===== src/rtl/paper_arb_pkg.sv =====
// paper_arb_pkg: shared state type, default sizes and one-hot decode helper for the paper-count arbiter
package paper_arb_pkg;

    typedef enum logic {IDLE, UPDATE} state_t;

    localparam int N_REQ_DEF = 4;
    localparam int CNT_W_DEF = 2;

    // Index of the set bit in a one-hot vector; requester count is capped at 8
    function automatic logic [2:0] oh_to_idx(input logic [7:0] oh);
        logic [2:0] idx;
        idx = '0;
        for (int k = 0; k < 8; k++)
            if (oh[k]) idx = 3'(k);
        return idx;
    endfunction

endpackage


===== src/rtl/paper_count_arbiter_rr_picker.sv =====
// rr_picker: combinational round-robin search starting at ptr, returns one-hot winner and its index
module rr_picker
    import paper_arb_pkg::*;
#(
    parameter int N_REQ = N_REQ_DEF,
    parameter int IW    = $clog2(N_REQ)
) (
    input  logic [N_REQ-1:0] req,
    input  logic [N_REQ-1:0] elig,
    input  logic [IW-1:0]    ptr,
    output logic [N_REQ-1:0] win,
    output logic [IW-1:0]    win_idx,
    output logic             any
);

    logic [N_REQ-1:0] cand;

    assign cand = req & elig;
    assign any  = |cand;

    // Walk offsets from farthest to nearest so the candidate closest to ptr is kept last
    always_comb begin
        win = '0;
        for (int k = N_REQ - 1; k >= 0; k--)
            for (int i = 0; i < N_REQ; i++)
                if (cand[i] && i == (int'(ptr) + k) % N_REQ) begin
                    win    = '0;
                    win[i] = 1'b1;
                end
    end

    assign win_idx = IW'(oh_to_idx(8'(win)));

endmodule


===== src/rtl/paper_count_arbiter.sv =====
// paper_count_arbiter: round-robin sequencer sharing one count register among feeders; PAPER_ARB_SATURATE_EN selects saturating count with sticky ovf
module paper_count_arbiter
    import paper_arb_pkg::*;
#(
    parameter int N_REQ = N_REQ_DEF,
    parameter int CNT_W = CNT_W_DEF
) (
    input  logic             clk,
    input  logic             reset,
    input  logic [N_REQ-1:0] req,
    input  logic             clear,
    output logic [N_REQ-1:0] grant,
    output logic [N_REQ-1:0] ack,
    output logic [CNT_W-1:0] count,
    output logic             ovf,
    output logic             busy
);

    localparam int IW = $clog2(N_REQ);

    state_t           state_q, state_d;
    logic [N_REQ-1:0] grant_q, grant_d;
    logic [N_REQ-1:0] ack_q, ack_d;
    logic [CNT_W-1:0] count_q, count_d;
    logic             ovf_q, ovf_d;
    logic [IW-1:0]    ptr_q, ptr_d;
    logic [N_REQ-1:0] win;
    logic [IW-1:0]    win_idx, ptr_nxt;
    logic             any;

    // A feeder being acked this cycle is still dropping its request, so mask it out
    rr_picker #(.N_REQ(N_REQ), .IW(IW)) u_pick (
        .req     (req),
        .elig    (~ack_q),
        .ptr     (ptr_q),
        .win     (win),
        .win_idx (win_idx),
        .any     (any)
    );

    assign ptr_nxt = (win_idx == IW'(N_REQ - 1)) ? '0 : win_idx + IW'(1);

    // Next state: latch a winner in IDLE, commit increment and ack in UPDATE; clear overrides the count
    always_comb begin
        state_d = state_q;
        grant_d = '0;
        ack_d   = '0;
        ptr_d   = ptr_q;
        count_d = count_q;
`ifdef PAPER_ARB_SATURATE_EN
        ovf_d   = ovf_q;
`else
        ovf_d   = 1'b0;
`endif
        if (state_q == IDLE) begin
            if (any) begin
                state_d = UPDATE;
                grant_d = win;
                ptr_d   = ptr_nxt;
            end
        end else begin
            state_d = IDLE;
            ack_d   = grant_q;
`ifdef PAPER_ARB_SATURATE_EN
            count_d = (&count_q) ? count_q : count_q + CNT_W'(1);
            ovf_d   = ovf_q | (&count_q);
`else
            count_d = count_q + CNT_W'(1);
            ovf_d   = &count_q;
`endif
        end
        if (clear) begin
            count_d = '0;
            ovf_d   = 1'b0;
        end
    end

    // State and output registers; reset abandons any pending grant
    always_ff @(posedge clk) begin
        if (reset) begin
            state_q <= IDLE;
            grant_q <= '0;
            ack_q   <= '0;
            count_q <= '0;
            ovf_q   <= 1'b0;
            ptr_q   <= '0;
        end else begin
            state_q <= state_d;
            grant_q <= grant_d;
            ack_q   <= ack_d;
            count_q <= count_d;
            ovf_q   <= ovf_d;
            ptr_q   <= ptr_d;
        end
    end

    assign grant = grant_q;
    assign ack   = ack_q;
    assign count = count_q;
    assign ovf   = ovf_q;
    assign busy  = (state_q != IDLE);

endmodule

===== config.mk =====
export PLATFORM = sky130hd
export DESIGN_NAME = paper_count_arbiter
export DESIGN_NICKNAME = d
export VERILOG_FILES = /design/src/rtl/paper_arb_pkg.sv /design/src/rtl/paper_count_arbiter_rr_picker.sv /design/src/rtl/paper_count_arbiter.sv
export SDC_FILE = /design/constraint.sdc
export NUM_CORES = 1
export LEC_CHECK = 0
export CELL_PAD_IN_SITES_DETAIL_PLACEMENT = 1
export CELL_PAD_IN_SITES_GLOBAL_PLACEMENT = 2
export CORE_MARGIN = 2
export CORE_UTILIZATION = 24
export DETAILED_ROUTE_END_ITERATION = 8
export PLACE_DENSITY_LB_ADDON = 0.1
export SYNTH_ARGS = -nofsm -noshare
export SYNTH_HDL_FRONTEND = slang
export SYNTH_SLANG_ARGS = --single-unit
export TNS_END_PERCENT = 5

===== constraint.sdc =====
create_clock -name clk -period 1.1 [get_ports clk]
set_input_delay 0.22 -clock clk [delete_from_list [all_inputs] [get_ports clk]]
set_output_delay 0.22 -clock clk [all_outputs]
set_load 0.1 [all_outputs]

==> qor.csv <==
stage,metric,value,unit
floorplan,fp.dieW,55.2,um
detailed_routing,via_count,553,
global_route,grt_pass1_wl,2.64,mm
cts,clkLatencyLatePin,0.27,ns
cts,path_clk_slew,0.08,ns
pwr,leakagePower,0.468,nW
layout,final-seq-area,307,um2
placed_design,place_congestion,0.779,
floorplan,coreArea,2480,um2
synthesis,mappedNetlistArea,628,um2
run,maxCapViolCount,0,
detailed_routing,drt-initial-drc-count,3,
synthesis,synthCells,61,
setup_path,path_class,input port to flop,
outcome,outcome,"finished, violations left",
setup_path,arrival,1.42,ns
placed_design,hpwl,1.25,mm
synthesis,synth_top_flop_cell,dfxtp_1,
layout,fin_nets,102,
synthesis,async_reset_ff_share,0,%
pwr,power_density,1090,nW/um2
detailed_routing,drtAntennaViolNets,0,
synthesis,syn-num-nets,69,
setup_path,critPathBufInv,1,
sta,maxSlewViolCount,0,
sta,maxSlewHeadroom,82.2,%
cts,cts_max_path_buffers,2,
synthesis,synth_top_area_cell,dfxtp_1,
detailed_routing,drt_wl_total,1.56,mm
placed_design,io_buffers,18,
layout,n_antenna_cell,0,
floorplan,num_rows,18,
sta,period_share,110,%
synthesis,ys_types,29,
synthesis,post-synth-top-count-cell,dfxtp_1,
cts,postCtsSetupRepairBufs,0,
layout,nFillCells,279,
synthesis,yosys.area_share.xor_xnor,1.39,%
layout,drive_gt1_share,57.0,%
layout,area_growth,81.9,%
setup_path,crit_path_start_kind,input port,
cts,cts_hold_buf,0,
cts,ctsRootBufferMaster,clkbuf_4,
cts,cts_num_sinks,14,
detailed_routing,drc,0,
cts,cts_buffers,3,
sta,worst_pin_slew,0.266,ns
layout,fin_util,46.1,%
global_route,grt_max_degree,9,
synthesis,synth_top_family_by_area,simple AND/OR/NAND/NOR gates,
synthesis,synth.avg_cell_area,10.3,um2
synthesis,synth_edf_count,0,
sta,max_clock_freq,825,MHz
setup_path,crit_path_max_incr_delay,0.45,ns
setup_path,cp.required,1.31,ns
detailed_routing,viasPerCell,4.50,
sta,rsz0062_at_grt,true,
floorplan,start_util,25.4,%
synthesis,seq_area_frac_synth,44.6,%
global_route,gr-total-overflow,0,
floorplan,num_io_pins,19,
sta,hold_viol,0,
detailed_routing,first_pass_iters,4,
setup_path,crit_path_cell_trace,clkdlybuf4s50_1 > nand2b_4 > nand2_2 > a211oi_1 > o21ai_1 > a21oi_2,
global_route,first_global_vias,588,
sta,final.setup.worst_slack,-0.112,ns
hold_path,min_path_type,flop to flop,
layout,multiInputGateArea,374,um2
cts,cts_tree,built,
cts,cts_max_level,1,
floorplan,die_y,55.2,um
setup_path,slowest_stage,clkdlybuf4s50_1,
global_route,track_usage,12.6,%
setup_path,cp_top_family,compound AO/OA/AOI/OAI gates,
sta,min_period,1.21,ns
synthesis,yosys_warnings,0,
setup_path,end_kind,flop,
sta,finalSetupViolCount,8,
outcome,violations,negative setup slack,
synthesis,synth_compound_area_share,17.7,%
setup_path,crit_fanout,6,
synthesis,netlist_top_cells_count,"dfxtp_1, a21oi_1, and2_1",
global_route,antenna_found_initial,0,
detailed_routing,routedWlPerCell,12.7,um
synthesis,synthTopCellsByArea,"dfxtp_1, nand2b_4, a21oi_1, nand2b_2, and2_1",
synthesis,synth_adder_area_share,1.99,%
pwr,max-vdd-ir-drop,0.532,mV
synthesis,synth_simple_gate_area_share,30.3,%
floorplan,die_area,3040,um2
synthesis,ys_ff_latch,14,
pwr,power,0.00125,W
synthesis,synthMuxAreaShare,1.59,%
synthesis,synth_top_cell_area_share,44.6,%
sta,worst_clock_skew,0.00363,ns
==> state kept, by name, summed over array words and instances (netlist names) <==
| signal | count |
|---|---|
| ovf | 1 |
| busy | 1 |
| grant | 4 |
| ptr_q | 2 |
| count | 2 |
| ack | 4 |
==> cells in the final DEF, fill, tap and decap left out, drive strengths merged, types with 2 or more instances in the layout <==
cell type       n
buf            23
nor3            3
nand2           2
dfxtp          14
inv             2
nor2            2
nor2b           3
dlygate4sd2     3
clkdlybuf4s50   3
clkbuf          4
nand2b          7
a21oi           7
and2            5
==> where the power goes <==
group | switching [W] | leakage, nW | internal (W) | total [W]
Sequential | 0.0000342 | 0.121 | 0.000524 | 0.000559
Clock | 0.000151 | 0.0150 | 0.000140 | 0.000291
Combinational | 0.000220 | 0.333 | 0.000175 | 0.000395
Total | 0.000406 | 0.468 | 0.000840 | 0.00125
==> per-stage QoR <==
step | setup WS [ns] | cells | setup TNS [ns] | hold WS [ns] | area (um2)
floorplan | -0.217 | 61 | -2.13 | 0.289 | 667
global placement | -0.507 | 119 | -3.50 | 0.488 | 1080
detailed placement | -0.485 | 119 | -3.44 | 0.493 | 1080
CTS | -0.138 | 123 | -0.902 | 0.511 | 1130
global route | -0.185 | 123 | -1.33 | 0.513 | 1140
finish | -0.112 | 123 | -0.508 | 0.495 | 1140
==> layer usage <==
metal | vias to the layer above | global-route usage, % | share of wire [%]
met5 | - | 0 | 0
met4 | 0 | 6.10 | 0.96
met3 | 2 | 3.23 | 2.6
met2 | 6 | 18.8 | 49
met1 | 264 | 16.9 | 48
li1 | 281 | - | -
==> what timing repair did <==
item                       in CTS  in global routing
cloned                          0                  0
setup endpoints to repair      12                 15
pin swaps                       2                  1
resized for setup              12                  4
==> final cells by class <==
type / instances / area share (%)
Clock buffer: 4 / 2.30
Timing Repair Buffer: 29 / 34.2
Inverter: 2 / 0.657
Sequential cell: 14 / 26.8
Multi-Input combinational cell: 44 / 32.7
Tap cell: 30 / 3.29
==> final timing paths <==
path	slack (ns)	endpoint	startpoint	cells past startpoint
setup reg to reg	-0.10	ptr_q[1]	ack[0]	5
hold reg to reg	0.49	ack[1]	grant[1]	1
hold / removal	0.49	ack[1]	grant[1]	1
setup / recovery	-0.11	ptr_q[1]	req[3]	6
==> cell families (layout without fill, tap and decap cells) <==
family / count (synthesis) / after routing
simple gates: 26 / 26
compound gates: 15 / 15
flops: 14 / 14
buf+inv: 3 / 35
fa+ha+maj: 1 / 1
xor+xnor: 1 / 1
mux: 1 / 1
Note: power is estimated with default switching activity, not from simulation.
